--- src/rtl/bist_supervisor.sv ---
// rtl/bist_supervisor.sv - sequences per-channel BIST runs and gates core fetch on a full pass
module bist_supervisor #(
    parameter int NUM_CH         = 4,
    parameter int START_CYCLES   = 2,
    parameter int TIMEOUT_CYCLES = 50000,
    parameter int CNT_W          = 20,
    parameter int STOP_ON_FAIL   = 0
) (
    input  logic              clk_i,
    input  logic              rst_ni,
    input  logic              en_i,
    output logic [NUM_CH-1:0] ch_start_o,
    input  logic [NUM_CH-1:0] ch_busy_i,
    input  logic [NUM_CH-1:0] ch_go_i,
    output logic              fetch_enable_o,
    output logic              done_o,
    output logic              pass_o,
    output logic [NUM_CH-1:0] fail_mask_o,
    output logic [NUM_CH-1:0] skip_mask_o,
    output logic              timeout_o,
    output logic [CNT_W-1:0]  cycles_o
);

    localparam int IDX_W = (NUM_CH > 1) ? $clog2(NUM_CH) : 1;
    localparam int SC_W  = (START_CYCLES > 1) ? $clog2(START_CYCLES) : 1;

    localparam logic [2:0] S_IDLE  = 3'd0;
    localparam logic [2:0] S_START = 3'd1;
    localparam logic [2:0] S_WAIT  = 3'd2;
    localparam logic [2:0] S_EVAL  = 3'd3;
    localparam logic [2:0] S_DONE  = 3'd4;

    localparam logic [IDX_W-1:0] LAST_IDX    = IDX_W'(NUM_CH - 1);
    localparam logic [SC_W-1:0]  START_LAST  = SC_W'(START_CYCLES - 1);
    localparam logic [CNT_W-1:0] TIMEOUT_LIM = CNT_W'(TIMEOUT_CYCLES);
    localparam logic [CNT_W-1:0] CNT_MAX     = '1;

    if (NUM_CH < 1 || NUM_CH > 16) begin : g_bad_num_ch
        $error("bist_supervisor: NUM_CH must be within 1..16");
    end
    if (START_CYCLES < 1) begin : g_bad_start
        $error("bist_supervisor: START_CYCLES must be at least 1");
    end
    if (TIMEOUT_CYCLES < 1 ||
        (CNT_W < 63 && longint'(TIMEOUT_CYCLES) >= (longint'(1) << CNT_W))) begin : g_bad_timeout
        $error("bist_supervisor: TIMEOUT_CYCLES does not fit the CNT_W wait counter");
    end

    logic [2:0]        state_q, state_d;
    logic [IDX_W-1:0]  idx_q, idx_d;
    logic [SC_W-1:0]   start_cnt_q, start_cnt_d;
    logic [CNT_W-1:0]  wait_cnt_q, wait_cnt_d;
    logic              seen_busy_q, seen_busy_d;
    logic [NUM_CH-1:0] fail_q, fail_d;
    logic [NUM_CH-1:0] skip_q, skip_d;
    logic              timeout_q, timeout_d;
    logic [CNT_W-1:0]  cycles_q, cycles_d;
    logic              fetch_q, fetch_d;

    logic              busy_cur;
    logic              go_cur;
    logic [NUM_CH-1:0] skip_above;

    assign busy_cur = ch_busy_i[idx_q];
    assign go_cur   = ch_go_i[idx_q];

    // Channels after the current one, marked skipped when the run aborts early
    always_comb begin
        skip_above = '0;
        for (int i = 0; i < NUM_CH; i++) begin
            skip_above[i] = (i > int'(idx_q));
        end
    end

    always_comb begin
        state_d     = state_q;
        idx_d       = idx_q;
        start_cnt_d = start_cnt_q;
        wait_cnt_d  = wait_cnt_q;
        seen_busy_d = seen_busy_q;
        fail_d      = fail_q;
        skip_d      = skip_q;
        timeout_d   = timeout_q;
        cycles_d    = cycles_q;

        if (state_q != S_IDLE && state_q != S_DONE && cycles_q != CNT_MAX) begin
            cycles_d = cycles_q + 1'b1;
        end

        case (state_q)
            S_IDLE: begin
                if (en_i) begin
                    state_d     = S_START;
                    idx_d       = '0;
                    start_cnt_d = '0;
                    wait_cnt_d  = '0;
                    seen_busy_d = 1'b0;
                    fail_d      = '0;
                    skip_d      = '0;
                    timeout_d   = 1'b0;
                    cycles_d    = '0;
                end
            end
            S_START: begin
                if (start_cnt_q == START_LAST) begin
                    state_d     = S_WAIT;
                    start_cnt_d = '0;
                end else begin
                    start_cnt_d = start_cnt_q + 1'b1;
                end
            end
            S_WAIT: begin
                wait_cnt_d = wait_cnt_q + 1'b1;
                if (busy_cur) begin
                    seen_busy_d = 1'b1;
                end
                // A busy fall on the timeout edge still counts as a real completion
                if (seen_busy_q && !busy_cur) begin
                    fail_d[idx_q] = ~go_cur;
                    state_d       = S_EVAL;
                end else if (wait_cnt_d == TIMEOUT_LIM) begin
                    fail_d[idx_q] = 1'b1;
                    timeout_d     = 1'b1;
                    state_d       = S_EVAL;
                end
            end
            S_EVAL: begin
                if (STOP_ON_FAIL != 0 && fail_q[idx_q]) begin
                    skip_d  = skip_above;
                    state_d = S_DONE;
                end else if (idx_q == LAST_IDX) begin
                    state_d = S_DONE;
                end else begin
                    idx_d       = idx_q + 1'b1;
                    seen_busy_d = 1'b0;
                    wait_cnt_d  = '0;
                    start_cnt_d = '0;
                    state_d     = S_START;
                end
            end
            S_DONE: begin
                if (!en_i) begin
                    state_d = S_IDLE;
                end
            end
            default: state_d = S_IDLE;
        endcase
    end

    always_comb begin
        ch_start_o = '0;
        if (state_q == S_START) begin
            ch_start_o[idx_q] = 1'b1;
        end
    end

    assign done_o         = (state_q == S_DONE);
    assign pass_o         = done_o && (fail_q == '0) && (skip_q == '0);
    assign fetch_d        = pass_o;
    assign fetch_enable_o = fetch_q;
    assign fail_mask_o    = fail_q;
    assign skip_mask_o    = skip_q;
    assign timeout_o      = timeout_q;
    assign cycles_o       = cycles_q;

    always_ff @(posedge clk_i or negedge rst_ni) begin
        if (!rst_ni) begin
            state_q     <= S_IDLE;
            idx_q       <= '0;
            start_cnt_q <= '0;
            wait_cnt_q  <= '0;
            seen_busy_q <= 1'b0;
            fail_q      <= '0;
            skip_q      <= '0;
            timeout_q   <= 1'b0;
            cycles_q    <= '0;
            fetch_q     <= 1'b0;
        end else begin
            state_q     <= state_d;
            idx_q       <= idx_d;
            start_cnt_q <= start_cnt_d;
            wait_cnt_q  <= wait_cnt_d;
            seen_busy_q <= seen_busy_d;
            fail_q      <= fail_d;
            skip_q      <= skip_d;
            timeout_q   <= timeout_d;
            cycles_q    <= cycles_d;
            fetch_q     <= fetch_d;
        end
    end

endmodule

--- config.mk ---
export PLATFORM = sky130hd
export DESIGN_NAME = bist_supervisor
export DESIGN_NICKNAME = d
export VERILOG_FILES = /design/src/rtl/bist_supervisor.sv
export SDC_FILE = /design/constraint.sdc
export NUM_CORES = 1
export LEC_CHECK = 0
export CORE_MARGIN = 3
export CORE_UTILIZATION = 55
export CTS_CLUSTER_DIAMETER = 200
export DETAILED_ROUTE_END_ITERATION = 10
export PLACE_DENSITY = 0.81
export SYNTH_ARGS = -nofsm -noshare
export SYNTH_HDL_FRONTEND = slang
export SYNTH_SLANG_ARGS = --single-unit
--- constraint.sdc ---
create_clock -name clk_i -period 3.9 [get_ports clk_i]
set_input_delay 0.78 -clock clk_i [delete_from_list [all_inputs] [get_ports clk_i]]
set_output_delay 0.78 -clock clk_i [all_outputs]
set_load 0.05 [all_outputs]
# --- Yosys cells after proc, flatten, opt, wreduce, memory -nomap -nowiden ---
# Index checks and enable logic that the tools add are counted.
word_totals:
  ramBits: 0
  mem_count: 0
  inputBits: 11
  regBits: 53
  mem_bits_ro: 0
  latchBits: 0
  wordCells: 90
  output_inout_bits: 36
op_classes:
  n_eq_ne: 16
  mux: 37
  addsub: 4
  n_shift: 0
  n_div: 0
  multipliers: 0
  n_bitwise: 2
  reduce_logical: 20
  n_lt_le_gt_ge: 2
op_table:
  columns: ["cell", "count"]
  rows:
  - ["2-to-1 mux 20 bit", 5]
  - ["case mux 20 bit (3 select lines)", 1]
  - ["adder 20 x 1 -> 20 bit (second input constant)", 2]
  - ["equality test 20 x 16 -> 1 bit (second input constant)", 1]
  - ["inequality test 20 bit (second input constant)", 1]
  - ["2-to-1 mux 3 bit", 6]
  - ["2-to-1 mux 4 bit", 4]
  - ["case mux 3 bit (5 select lines)", 1]
  - ["inequality test 2 bit (second input constant)", 7]
  - ["AND reduction 3 bit", 4]
  - ["AND reduction 4 bit", 3]
  - ["2-to-1 mux 1 bit", 9]
  - ["nonzero test 3 bit", 3]
  - ["case mux 4 bit (2 select lines)", 1]
  - ["equality test 3 x 2 -> 1 bit (second input constant)", 2]
  - ["inequality test 3 bit (second input constant)", 2]
  - ["case mux 1 bit (3 select lines)", 2]
  - ["logical AND 1 bit", 5]
  - ["binary-select mux 1 bit (select 2 bit)", 2]
  - ["bitwise mux 4 bit", 1]
  - ["logical NOT 4 bit", 1]
  - ["2-to-1 mux 2 bit", 2]
  - ["OR 4 bit", 1]
  - ["case mux 2 bit (2 select lines)", 1]
  - ["13 further kinds", 14]

# --- Longest topological paths before layout ---
logic_depth:
  ltp_word: 8
  depth_mapped: 10

# --- Worst setup path after synthesis ---
# OpenSTA, ideal clock, no wires.
synth_path:
  kind: "register -> register"
  from: "register wait_cnt_q[0]"
  to: "register fail_q[0], in the netlist fail_mask_o[0]"
  path_buffers: 2
  stages_incl_launch_ff: 11
  setup_time_ns: 0.128
  setup_slack_ns: 1.640
  arrival_ns: 2.132
  synth_period_minus_slack_ns: 2.260
  path_cell_list: "dfrtp_1 ha_1 buf_2 nand3_4 nor4_4 nand3_1 nand2_1 a31oi_1 o31a_1 buf_6 mux2i_1"
synth_between:
  elab_chain_len: 4
synth_rtl:
  columns: ["item", "line_no", "rtl"]
  rows:
  - ["from (decl)", "52", "logic [CNT_W-1:0] wait_cnt_q, wait_cnt_d;"]
  - ["from (signal assigned)", "182", "wait_cnt_q <= wait_cnt_d;"]
  - ["adder 20 x 1 -> 20 bit", "113", "wait_cnt_d = wait_cnt_q + 1'b1;"]
  - ["equality test 20 x 16 -> 1 bit", "121", "end else if (wait_cnt_d == TIMEOUT_LIM) begin"]
  - ["inequality test 3 bit (no source line)", null, null]
  - ["AND reduction 3 bit (no source line)", null, null]
  - ["to (signal assigned)", "184", "fail_q <= fail_d;"]
  - ["to (decl)", "54", "logic [NUM_CH-1:0] fail_q, fail_d;"]
# No other way between the ends.
# A chain may end at the register's enable or synchronous reset.

# --- Worst setup path after layout ---
layout_path:
  from: "register state_q[1]"
  to: "output done_o"
layout_between:
  elab_chain_len: 1
layout_rtl:
  columns: ["item", "line_no", "rtl"]
  rows:
  - ["from (decl)", "49", "logic [2:0] state_q, state_d;"]
  - ["from (signal assigned)", "179", "state_q <= state_d;"]
  - ["equality test 3 bit", "157", "assign done_o = (state_q == S_DONE);"]
  - ["to (decl)", "16", "output logic done_o,"]
# No other way between the ends.

==> impl_metrics.csv <==
group,metric,value,unit
drt,drt_pass1_iterations,5,
clock_tree,clk_latency,0.31,ns
floorplanning,die_w,82.5,microns
sta,max_freq,322,MHz
logic_synthesis,synth_largest_area_cell,"dfrtp_1",
clock_tree,clock_sinks,53,
final_layout,fin_util,67.6,%
critical_path,path_class,"flip-flop to primary output",
placed_design,io_buffers,42,
global_routing,grt_pass1_vias,2744,
logic_synthesis,ys_types,55,
final_layout,antennaDiodeCount,0,
critical_path,required,3.12,ns
placed_design,place_hpwl,5.03,mm
drt,ant_nets,0,
clock_tree,cts_setup_buffers,0,
logic_synthesis,postSynthCellCount,359,
sta,finalSetupViolCount,0,
clock_tree,holdBufCountCts,0,
clock_tree,cts_tree,"built",
pwr,totalPowerFinal,1.87,mW
global_routing,overflow,0,
logic_synthesis,ys_ff_latch,53,
floorplanning,die_h,82.5,microns
critical_path,r2r-start,"wait_cnt_q[0]$_DFFE_PN0P_",
logic_synthesis,synth_top_area_share,41.2,%
clock_tree,cts.clk_slew.worst_paths,0.10,ns
critical_path,startpoint_type,"flip-flop",
logic_synthesis,async_flop_share,100,%
final_layout,final_nets,411,
clock_tree,cts_resized,0,
pwr,power.density,497,nW/um^2
flow_run,maxCapViolCount,0,
final_layout,area_growth,17.1,%
sta,finClkSkew,0.00765,ns
final_layout,drive_gt1_share,6.35,%
logic_synthesis,yosysSeqAreaShare,41.2,%
sta,rsz0062_at_grt,"false",
logic_synthesis,synth.most_common_cell,"dfrtp_1",
floorplanning,core,5570,sq um
floorplanning,rows,27,
logic_synthesis,synth.avg_cell_area,8.96,sq um
logic_synthesis,yosys_warnings,0,
clock_tree,cts_buffers,5,
pwr,total_leakage_power,1.63,nW
drt,wl_per_cell,15.5,microns
critical_path,end_kind,"primary output",
sta,setup_tns,0,ns
logic_synthesis,ys.flop_type,"dfrtp_1",
logic_synthesis,synth.area.top_cells,"dfrtp_1 (41%), o21ai_0 (5.4%), nor2_1 (4.8%)",
clock_tree,clockRootBuffer,"clkbuf_8",
clock_tree,htreeDepth,2,
critical_path,arrival,2.33,ns
pwr,ir_worst_vdd,519,uV
critical_path,worstSetupStartpoint,"state_q[1]$_DFFE_PN0P_",
clock_tree,max-clock-path-buffers,2,
placed_design,place_congestion,0.885,
logic_synthesis,yosys-top-cells-count,"dfrtp_1 (53), nor2_1 (41), nand2_1 (37)",
global_routing,grt_use_total,23.8,%
global_routing,antenna_found_initial,0,
sta,finalCritPeriodShare,79.7,%
drt,drc,0,
floorplanning,start_util,57.7,%
logic_synthesis,syn_area,3220,sq um
sta,worst_slew_pin_slew,1.08,ns
min_path,hp-class,"flip-flop to flip-flop",
min_path,holdCritStartpoint,"timeout_o$_DFFE_PN0P_",
sta,final-max-slew-violation-count,0,
sta,period_needed,3.11,ns
critical_path,crit_fanout,11,
logic_synthesis,synth_edf_count,0,
drt,via_count,2788,
global_routing,grt_pass1_wl,12.8,mm
floorplanning,dieArea,6800,sq um
drt,viasPerCell,5.98,
final_layout,n_fill_cell,454,
sta,hold_viol_final,0,
floorplanning,io-pin-count,47,
sta,max_slew_margin,27.8,%
run_status,outcome,"completed",
drt,drt_iter0_drc,155,
global_routing,grt_max_degree,38,
drt,wl,7.23,mm
layer usage:
| layer | GRT usage, % | wire, microns | vias up |
|---|---|---|---|
| li1 | - | - | 1338 |
| met1 | 31.5 | 3250 | 1353 |
| met2 | 39.6 | 3530 | 87 |
| met3 | 4.34 | 346 | 10 |
| met4 | 7.19 | 104 | 0 |
| met5 | 0 | 0 | - |
registers in the layout, summed over array words and instances (netlist names):
signal	flops
fetch_enable_o	1
fail_mask_o	4
cycles_o	20
idx_q	2
timeout_o	1
start_cnt_q	1
wait_cnt_q	20
state_q	3
seen_busy_q	1
cell usage in the layout, fill, tap and decap left out, types with 2 or more instances in the layout:
master,n
a211o_1,2
a21o_1,3
a21oi_1,12
a22o_1,3
a22oi_1,4
a311oi_1,2
a31oi_1,6
and2_1,5
and3_1,9
and4_1,3
buf_4,2
clkbuf_8,6
clkdlybuf4s50_1,41
conb_1,4
dfrtp_1,53
ha_1,7
inv_1,8
mux2i_1,8
nand2_1,37
nand2b_1,4
nand3_1,17
nand3_4,2
nand3b_1,2
nand4_1,12
nor2_1,41
nor2b_1,2
nor3_1,8
nor4_1,5
nor4_4,3
o21ai_0,35
o31ai_1,2
or2_2,2
or3_1,2
xnor2_1,10
xor2_1,11
cell families (layout without fill, tap and decap cells):
logic type               after synthesis  after routing  synth area share (%)
XOR/XNOR                              21             21                  5.72
adder cells (fa/ha/maj)                7              7                  2.72
buffers and inverters                 28             60                  4.16
multiplexers                          10             10                  3.54
flip-flops                            53             53                  41.2
other                                  1              4                 0.117
AO/OA/AOI/OAI                         78             78                  14.8
AND/OR/NAND/NOR                      161            161                  27.7
final cells by class:
cell class	instances	area (sq um)	share of cell area (%)
clock inverter	1	30.0	0.797
sequential	53	1330	35.2
multi-input combinational	281	1780	47.1
tap	72	90.1	2.39
clock buffer	7	86.3	2.29
timing repair buffer	44	430	11.4
inverter	8	30.0	0.797
final timing paths:
kind / end / depth (start not counted) / slack (ns)
worst min register to register: timeout_o$_DFFE_PN0P_ / 1 / 0.50
worst max-delay path: done_o / 3 / 0.79
max in group asynchronous: wait_cnt_q[14]$_DFFE_PN0P_ / 2 / 2.60
worst min-delay path: timeout_o$_DFFE_PN0P_ / 1 / 0.50
worst max register to register: fail_mask_o[1]$_DFFE_PN0P_ / 8 / 1.11
min in group asynchronous: fail_mask_o[0]$_DFFE_PN0P_ / 1 / 0.55
critical path, stage by stage, from the launching register on:
cell             delay [ns]
dfrtp_1                0.51
nor2_1                 0.38
and2_1                 0.25
clkdlybuf4s50_1        0.87
where the power goes:
group          leakage [nW]  switching (mW)  internal (mW)
sequential            0.726           0.110          0.616
combinational         0.840           0.485          0.273
clock                0.0585           0.179          0.210
per-stage QoR:
stage	instances	setup WS (ns)	hold WS, ns	cell area, sq um
6_report	466	0.792	0.505	3770
3_5_place_dp	458	1.18	0.490	3650
3_3_place_gp	458	1.24	0.478	3650
4_1_cts	466	0.815	0.509	3770
2_1_floorplan	362	1.64	0.465	3230
5_1_grt	466	0.674	0.533	3770
(Power assumes the default switching activity.)
